--- config.mk ---
export PLATFORM = sky130hd
export DESIGN_NAME = st_pack_64_512
export DESIGN_NICKNAME = d
export VERILOG_FILES = /design/src/rtl/st_adapter_pkg.sv /design/src/rtl/st_pack_64_512.sv
export SDC_FILE = /design/constraint.sdc
export NUM_CORES = 1
export LEC_CHECK = 0
export CORE_ASPECT_RATIO = 0.6
export CORE_UTILIZATION = 48
export CTS_CLUSTER_SIZE = 30
export DETAILED_ROUTE_END_ITERATION = 8
export MAX_ROUTING_LAYER = met4
export PLACE_DENSITY = 0.86
export SYNTH_ARGS = -nofsm -noshare
export SYNTH_HDL_FRONTEND = slang
export SYNTH_SLANG_ARGS = --single-unit
--- constraint.sdc ---
create_clock -name clk -period 2.9 [get_ports clk]
set_input_delay 0.435 -clock clk [delete_from_list [all_inputs] [get_ports clk]]
set_output_delay 0.435 -clock clk [all_outputs]
set_load 0.005 [all_outputs]
--- src/rtl/st_adapter_pkg.sv ---
// Shared constants, FSM state type and helpers for the streaming width adapters.
// Used by st_pack_64_512 (64-bit beats packed into 512-bit words).
package st_adapter_pkg;

    localparam int unsigned ST_IN_W    = 64;
    localparam int unsigned ST_OUT_W   = 512;
    localparam int unsigned ST_LANES   = ST_OUT_W / ST_IN_W;
    localparam int unsigned ST_LANE_W  = 3;
    localparam int unsigned ST_EMPTY_W = 6;

    localparam logic [ST_LANE_W-1:0] ST_LAST_LANE = 3'd7;

    typedef enum logic [1:0] {
        StIdle = 2'd0,
        StFill = 2'd1,
        StHold = 2'd2
    } st_state_e;

    // Empty bytes of a word whose last valid beat sits in `lane`.
    function automatic logic [ST_EMPTY_W-1:0] calc_empty(input logic [ST_LANE_W-1:0] lane,
                                                          input logic [2:0]           in_empty);
        logic [ST_LANE_W-1:0] unused_lanes;
        unused_lanes = ST_LAST_LANE - lane;
        return {unused_lanes, 3'b000} + {3'b000, in_empty};
    endfunction

endpackage

--- src/rtl/st_pack_64_512.sv ---
// Packs a 64-bit packet stream into 512-bit words (8 lanes), with framing-error detection.
// Define ST_PACK_DOUBLE_BUF_EN for a separate output register (one beat per cycle sustained).
module st_pack_64_512
    import st_adapter_pkg::*;
#(
    parameter int unsigned IN_W  = ST_IN_W,
    parameter int unsigned OUT_W = ST_OUT_W
) (
    input  logic                  clk,
    input  logic                  reset_n,

    input  logic                  in_valid,
    output logic                  in_ready,
    input  logic [IN_W-1:0]       in_data,
    input  logic                  in_sop,
    input  logic                  in_eop,
    input  logic [2:0]            in_empty,

    output logic                  out_valid,
    input  logic                  out_ready,
    output logic [OUT_W-1:0]      out_data,
    output logic                  out_sop,
    output logic                  out_eop,
    output logic [ST_EMPTY_W-1:0] out_empty,

    output logic                  err
);

    st_state_e state_q, state_d;

    logic [ST_LANE_W-1:0]  lane_q, lane_d;
    logic [OUT_W-1:0]      fb_q, fb_d;
    logic                  first_q, first_d;
    logic                  pend_sop_q, pend_sop_d;
    logic                  pend_eop_q, pend_eop_d;
    logic [ST_EMPTY_W-1:0] pend_empty_q, pend_empty_d;
    logic                  rdy_en_q;
    logic                  err_q, err_d;

    logic                  accept;
    logic                  drop;
    logic                  abort;
    logic                  write;
    logic                  complete;
    logic                  word_sop;
    logic [ST_LANE_W-1:0]  lane_w;
    logic [ST_EMPTY_W-1:0] word_empty;
    logic [OUT_W-1:0]      merged;

`ifdef ST_PACK_DOUBLE_BUF_EN
    logic [OUT_W-1:0]      ob_q, ob_d;
    logic                  ob_valid_q, ob_valid_d;
    logic                  ob_sop_q, ob_sop_d;
    logic                  ob_eop_q, ob_eop_d;
    logic [ST_EMPTY_W-1:0] ob_empty_q, ob_empty_d;
    logic                  ob_free;
    logic                  handshake;

    assign handshake = ob_valid_q & out_ready;
    assign ob_free   = ~ob_valid_q | out_ready;
`endif

    // rdy_en_q keeps in_ready low through reset and raises it on the first edge after release.
    assign in_ready = rdy_en_q & (state_q != StHold);
    assign accept   = in_valid & in_ready;
    assign drop     = accept & (state_q == StIdle) & ~in_sop;
    assign abort    = accept & in_sop & (state_q == StFill) & (lane_q != '0);
    assign write    = accept & ~drop;
    assign lane_w   = in_sop ? '0 : lane_q;
    assign complete = write & (in_eop | (lane_w == ST_LAST_LANE));
    assign word_sop = in_sop | first_q;

    assign word_empty = in_eop ? calc_empty(lane_w, in_empty) : '0;

    // Lane writer: lanes below the write lane keep buffered data, lanes above read as zero,
    // so a finished word never carries stale beats from an earlier word.
    for (genvar k = 0; k < ST_LANES; k++) begin : g_lane
        localparam logic [ST_LANE_W-1:0] Lane = ST_LANE_W'(k);
        assign merged[k*IN_W +: IN_W] = (Lane == lane_w) ? in_data                 :
                                        (Lane <  lane_w) ? fb_q[k*IN_W +: IN_W]    :
                                                           '0;
    end

    always_comb begin
        state_d      = state_q;
        lane_d       = lane_q;
        fb_d         = fb_q;
        first_d      = first_q;
        pend_sop_d   = pend_sop_q;
        pend_eop_d   = pend_eop_q;
        pend_empty_d = pend_empty_q;
        err_d        = drop | abort;
`ifdef ST_PACK_DOUBLE_BUF_EN
        ob_d         = ob_q;
        ob_valid_d   = ob_valid_q;
        ob_sop_d     = ob_sop_q;
        ob_eop_d     = ob_eop_q;
        ob_empty_d   = ob_empty_q;
        if (handshake) begin
            ob_valid_d = 1'b0;
            ob_sop_d   = 1'b0;
            ob_eop_d   = 1'b0;
            ob_empty_d = '0;
        end
`endif

        if (write) begin
            fb_d = merged;
            if (complete) begin
                lane_d  = '0;
                first_d = 1'b0;
            end else begin
                lane_d  = lane_w + 1'b1;
                first_d = word_sop;
            end
        end

        unique case (state_q)
            StIdle: begin
                if (write) state_d = StFill;
            end
            StFill: begin
                state_d = StFill;
            end
            StHold: begin
`ifdef ST_PACK_DOUBLE_BUF_EN
                if (handshake) begin
                    ob_d       = fb_q;
                    ob_valid_d = 1'b1;
                    ob_sop_d   = pend_sop_q;
                    ob_eop_d   = pend_eop_q;
                    ob_empty_d = pend_empty_q;
`else
                if (out_ready) begin
`endif
                    state_d      = pend_eop_q ? StIdle : StFill;
                    pend_sop_d   = 1'b0;
                    pend_eop_d   = 1'b0;
                    pend_empty_d = '0;
                end
            end
            default: state_d = StIdle;
        endcase

        // Completion only happens in IDLE/FILL since in_ready is low in HOLD.
        if (complete) begin
`ifdef ST_PACK_DOUBLE_BUF_EN
            if (ob_free) begin
                ob_d       = merged;
                ob_valid_d = 1'b1;
                ob_sop_d   = word_sop;
                ob_eop_d   = in_eop;
                ob_empty_d = word_empty;
                state_d    = in_eop ? StIdle : StFill;
            end else begin
                state_d      = StHold;
                pend_sop_d   = word_sop;
                pend_eop_d   = in_eop;
                pend_empty_d = word_empty;
            end
`else
            state_d      = StHold;
            pend_sop_d   = word_sop;
            pend_eop_d   = in_eop;
            pend_empty_d = word_empty;
`endif
        end
    end

    always_ff @(posedge clk or negedge reset_n) begin
        if (!reset_n) begin
            state_q      <= StIdle;
            lane_q       <= '0;
            fb_q         <= '0;
            first_q      <= 1'b0;
            pend_sop_q   <= 1'b0;
            pend_eop_q   <= 1'b0;
            pend_empty_q <= '0;
            rdy_en_q     <= 1'b0;
            err_q        <= 1'b0;
        end else begin
            state_q      <= state_d;
            lane_q       <= lane_d;
            fb_q         <= fb_d;
            first_q      <= first_d;
            pend_sop_q   <= pend_sop_d;
            pend_eop_q   <= pend_eop_d;
            pend_empty_q <= pend_empty_d;
            rdy_en_q     <= 1'b1;
            err_q        <= err_d;
        end
    end

`ifdef ST_PACK_DOUBLE_BUF_EN
    always_ff @(posedge clk or negedge reset_n) begin
        if (!reset_n) begin
            ob_q       <= '0;
            ob_valid_q <= 1'b0;
            ob_sop_q   <= 1'b0;
            ob_eop_q   <= 1'b0;
            ob_empty_q <= '0;
        end else begin
            ob_q       <= ob_d;
            ob_valid_q <= ob_valid_d;
            ob_sop_q   <= ob_sop_d;
            ob_eop_q   <= ob_eop_d;
            ob_empty_q <= ob_empty_d;
        end
    end

    assign out_valid = ob_valid_q;
    assign out_data  = ob_q;
    assign out_sop   = ob_sop_q;
    assign out_eop   = ob_eop_q;
    assign out_empty = ob_empty_q;
`else
    // Single buffer: the fill buffer itself is the output while in HOLD.
    assign out_valid = (state_q == StHold);
    assign out_data  = fb_q;
    assign out_sop   = pend_sop_q;
    assign out_eop   = pend_eop_q;
    assign out_empty = pend_empty_q;
`endif

    assign err = err_q;

endmodule

### Word level (Yosys, flattened, before mapping)

Cells that the tools add are included.
W data, S select, Z words.

* register bits: 528
* bits in latches: 0
* RAM bits: 0
* ROM bits: 0
* input port bits: 73
* output and inout port bits: 523
* logic and storage cells: 109
* memories kept: 0

* add/subtract/negate cells: 3
* $mul: 0
* divide/modulo/power cells: 0
* order comparisons: 8
* eq/ne operators: 21
* shift operators: 0
* muxes and demuxes: 32
* bitwise operators: 14
* reductions and logical operators: 15

Operators with widths (number)
* $mux W64: 16
* $mux W6: 4
* $reduce_and A2 Y1: 10
* $ne A2 B2 Y1 const B: 9
* $eq A3 B3 Y1 const A: 4
* $lt A3 B3 Y1 const A: 4
* $and A1 B1 Y1: 9
* $add A6 B3 Y6: 1
* $eq A2 B3 Y1 const A: 2
* $lt A1 B3 Y1 const A: 2
* $lt A2 B3 Y1 const A: 2
* $mux W1: 6
* $mux W2: 3
* $mux W3: 2
* $pmux W2 S3: 1
* $reduce_bool A2 Y1: 2
* $add A3 B1 Y3 const B: 1
* $eq A1 B3 Y1 const A: 1
* $eq A3 B3 Y1 const B: 1
* $logic_not A3 Y1: 1
* $ne A3 B1 Y1 const B: 1
* $ne A3 B3 Y1 const B: 1
* $or A1 B1 Y1: 3
* $reduce_bool A3 Y1: 1
* 5 further kinds: 6

### Depth between registers and ports, before layout

Gate-level depths: netlist of run 1.

* depth in word-level cells: 10
* depth in mapped cells: 11
* gate-level depth less buffers: 7

### Least setup slack after synthesis of run 1

OpenSTA, ideal clock, no wires.

* kind: input-to-reg
* start point: in in_sop
* end point: reg pend_empty_q[5], in the netlist out_empty[5]
* setup time: 0.066 ns
* arrival time: 2.118 ns
* data required time: 2.834 ns
* setup slack: 0.716 ns
* cell stages on the path: 9
* path buffers: 3
* cells stage by stage: nand2b_1 > buf_2 > buf_1 > buf_1 > inv_1 > ha_1 > nor2_1 > o21a_1 > a22o_1

* word-level cells in the longest chain between the ends: 7
* elaborated cells between the ends (all ways): 15
* classes of those cells: 2 x add/sub; 1 x eq/ne; 3 x mux; 6 x bitwise; 3 x reduce/logical

RTL lines
* start: declaration: RTL line st_pack_64_512.sv:15 `input logic in_sop,`
* branches (longest 7 deep; another with $add A6 B3 Y6)
* end signal: assignment: RTL line st_pack_64_512.sv:188 `pend_empty_q <= pend_empty_d;`
* end: declaration: RTL line st_pack_64_512.sv:36 `logic [ST_EMPTY_W-1:0] pend_empty_q, pend_empty_d;`

Several ways; the timed one is not identified.
A chain may end at the register's enable or synchronous reset.

### Worst setup path after layout of run 1

* start point: reg state_q[0]
* end point: out in_ready

* word-level cells in the longest chain between the ends: 2

RTL lines
* start: declaration: RTL line st_pack_64_512.sv:29 `st_state_e state_q, state_d;`
* start signal: assignment: RTL line st_pack_64_512.sv:172 `state_q <= StIdle;`
* start signal: assignment: RTL line st_pack_64_512.sv:182 `state_q <= state_d;`
* $ne A2 B2 Y1: RTL line st_pack_64_512.sv:64 `assign in_ready = rdy_en_q & (state_q != StHold);`
* $and A1 B1 Y1: RTL line st_pack_64_512.sv:64
* end: declaration: RTL line st_pack_64_512.sv:13 `output logic in_ready,`

Every way passes these cells.

==> results of run 1 <==
[layer usage]
metal | vias up | GRT usage, % | wire (um)
met5 | - | - | 0
met4 | 0 | 15.8 | 4020
met3 | 253 | 8.42 | 8040
met2 | 1223 | 51.5 | 35300
met1 | 9463 | 43.1 | 29200
li1 | 8250 | - | -
[critical path: stages, from the launching register on]
cell and delay [ns]:
dfrtp_1 0.73, nand2b_1 0.27, and2_1 0.15, clkdlybuf4s50_1 0.56
[final cells by class]
cell class | count | share of cell area, %
diodes | 1 | 0.00844
well taps | 579 | 2.44
clock buffers | 70 | 4.92
multi-input cells | 1346 | 23.2
inverters | 135 | 1.71
clock inverters | 16 | 0.545
flip-flops and latches | 528 | 44.6
repair buffers | 659 | 22.6
[synthesized netlist by cell type (all sizes together), types with 2 or more instances]
cell type / instances / area, sq um
dfrtp: 528 / 13200
nand2: 648 / 2430
o21ai: 386 / 1940
clkbuf: 76 / 293
and2: 2 / 12.5
ha: 4 / 50.1
nor2: 10 / 42.5
o221ai: 3 / 26.3
buf: 158 / 986
nand3: 67 / 335
a22o: 65 / 569
a32o: 6 / 60.1
nand4: 64 / 400
nand2b: 5 / 31.3
inv: 135 / 507
o21a: 3 / 22.5
nor3: 5 / 52.6
a21oi: 3 / 18.8
mux2i: 65 / 651
[kinds of logic after synthesis]
group | count (synthesis) | synth area share [%]
flip-flops | 528 | 60.9
other | 1 | 0.0173
AND/OR/NAND/NOR | 805 | 15.4
buffers and inverters | 369 | 8.22
adder cells (fa/ha/maj) | 4 | 0.231
AO/OA/AOI/OAI | 471 | 12.3
multiplexers | 65 | 3.00
[flip-flops by register name (all words and copies together), names as in the netlist]
register,cells
out_data,512
err,1
out_empty,6
rdy_en_q,1
out_sop,1
lane_q,3
state_q,2
out_eop,1
first_q,1
[report_power, final]
| part | switching [uW] | internal (uW) | leakage [uW] |
|---|---|---|---|
| sequential | 675 | 8350 | 0.00721 |
| combinational | 2490 | 2410 | 0.00475 |
| clock | 2880 | 3680 | 0.000785 |
[worst paths after layout]
kind | start | slack, ns | to
min in group clk | out_data[485]$_DFFE_PN0P_ | 0.47 | out_data[485]$_DFFE_PN0P_
max in group asynchronous | reset_n | 1.52 | out_data[400]$_DFFE_PN0P_
setup / recovery | state_q[0]$_DFFE_PN0P_ | 0.18 | in_ready
hold / removal | reset_n | 0.39 | out_data[87]$_DFFE_PN0P_
setup reg to reg | lane_q[1]$_DFFE_PN0P_ | 0.37 | out_data[181]$_DFFE_PN0P_
hold reg to reg | out_data[485]$_DFFE_PN0P_ | 0.47 | out_data[485]$_DFFE_PN0P_
[stage by stage]
| step | std cells | setup slack [ns] |
|---|---|---|
| 5_1_grt | 3334 | 0.0858 |
| 2_1_floorplan | 2243 | 0.716 |
| 3_3_place_gp | 3246 | 0.160 |
| 6_report | 3334 | 0.179 |
| 3_5_place_dp | 3246 | 0.108 |
| 4_1_cts | 3333 | 0.179 |
==> impl_metrics.ini, run 1 <==
[sta]
drv_slew = 0
setup-tns-final_ns = 0
finalCriticalPeriod_ns = 2.72
rsz0062_at_grt = no
tightestPinTransition_ns = 0.806
fmax_ghz = 0.367
finalHoldWorstSlack_ns = 0.385
slew_headroom_pct = 46.3
period_share_pct = 93.8
finalSetupViolations = 0
hold_viol_final = 0
fin_skew_ns = 0.0280

[job]
drv_cap = 0

[layout]
layout_commonest_cell = nand2_1
syn2layout_area_growth_pct = 36.5
drive_above_1_share_pct = 5.92
mostFrequentLayoutCells = nand2_1, clkdlybuf4s50_1, dfrtp_1
fin_util_pct = 67.4
multi_input_area_sq_mm = 0.00686
nets = 2796
regArea_sq_mm = 0.0132
fill_cells = 3160
design_area_sq_mm = 0.0296

[yosys]
yosys_warnings = 0
synthArstFlopShare_pct = 100
ys_seq_area_share_pct = 60.9
synth_cells = 2243
synth_cell_types = 39
avgSynthCellArea_sq_um = 9.68
ys.flop_type = dfrtp_1
syn-num-nets = 2320
synth_edf_count = 0
syn_area_sq_mm = 0.0217
ys_ff_latch = 528

[hold_path]
min_path_type = in -> async

[clock_network]
cts_tree = yes
clk_latency_ns = 0.57
post_cts_buffers = 0
clk_pin_slew_worst_paths_ns = 0.07
numCtsBuffers = 49
clockBufferDepth = 3
ctsResizeCount = 0
cts-root-buf = clkbuf_16
ctsHoldBuffers = 1
clkSinkCount = 528
h-tree-depth = 2

[grt]
grt_pass1_wl_mm = 116
antenna_found_initial = 2
overflow = 0
grt_max_degree = 82
grt_pass1_vias = 19200
groute.usage.overall_pct = 33.9

[floorplanning]
core_region_area_sq_mm = 0.0440
start_util_pct = 49.3
rows = 59
io_pins = 596
die_width_um = 277
die_area_sq_mm = 0.0461
die_h_um = 167

[power]
p_total_uw = 20500
irDropWorstVdd_mv = 0.469
p_leak_uw = 0.0127
power_per_cell_area_mw_per_mm2 = 691

[place]
placedInstanceArea_sq_mm = 0.0280
dpl.hpwl_mm = 51.5
port_buffers = 595
place.gp.congestion = 0.885

[route]
via_per_inst = 5.76
wl_mm = 76.6
vias = 19200
drc = 0
dr.first_iter.drc_count = 2245
wl_per_cell_um = 23.0
dr.pass1.iters = 6
antenna_left = 0

[outcome]
status = completed

[worst_setup_path]
path_class = reg -> out
worstPathArrival_ns = 2.29
start_kind = register
cp_max_fo = 10
cp.required_ns = 2.47
reg2reg_depth = 8
cp-end-kind = output port
Power figures use the tool's default switching activity.
==> run 2: changes to the inputs <==
--- a/config.mk
+++ b/config.mk
@@ -5,6 +5,7 @@
 export SDC_FILE = /design/constraint.sdc
 export NUM_CORES = 1
 export LEC_CHECK = 0
+export ABC_CLOCK_PERIOD_IN_PS = 2900
 export CORE_ASPECT_RATIO = 0.6
 export CORE_UTILIZATION = 48
 export CTS_CLUSTER_SIZE = 30
==> results of run 2 <==
No change in the layout: final DEF, timing and power equal those of run 1.
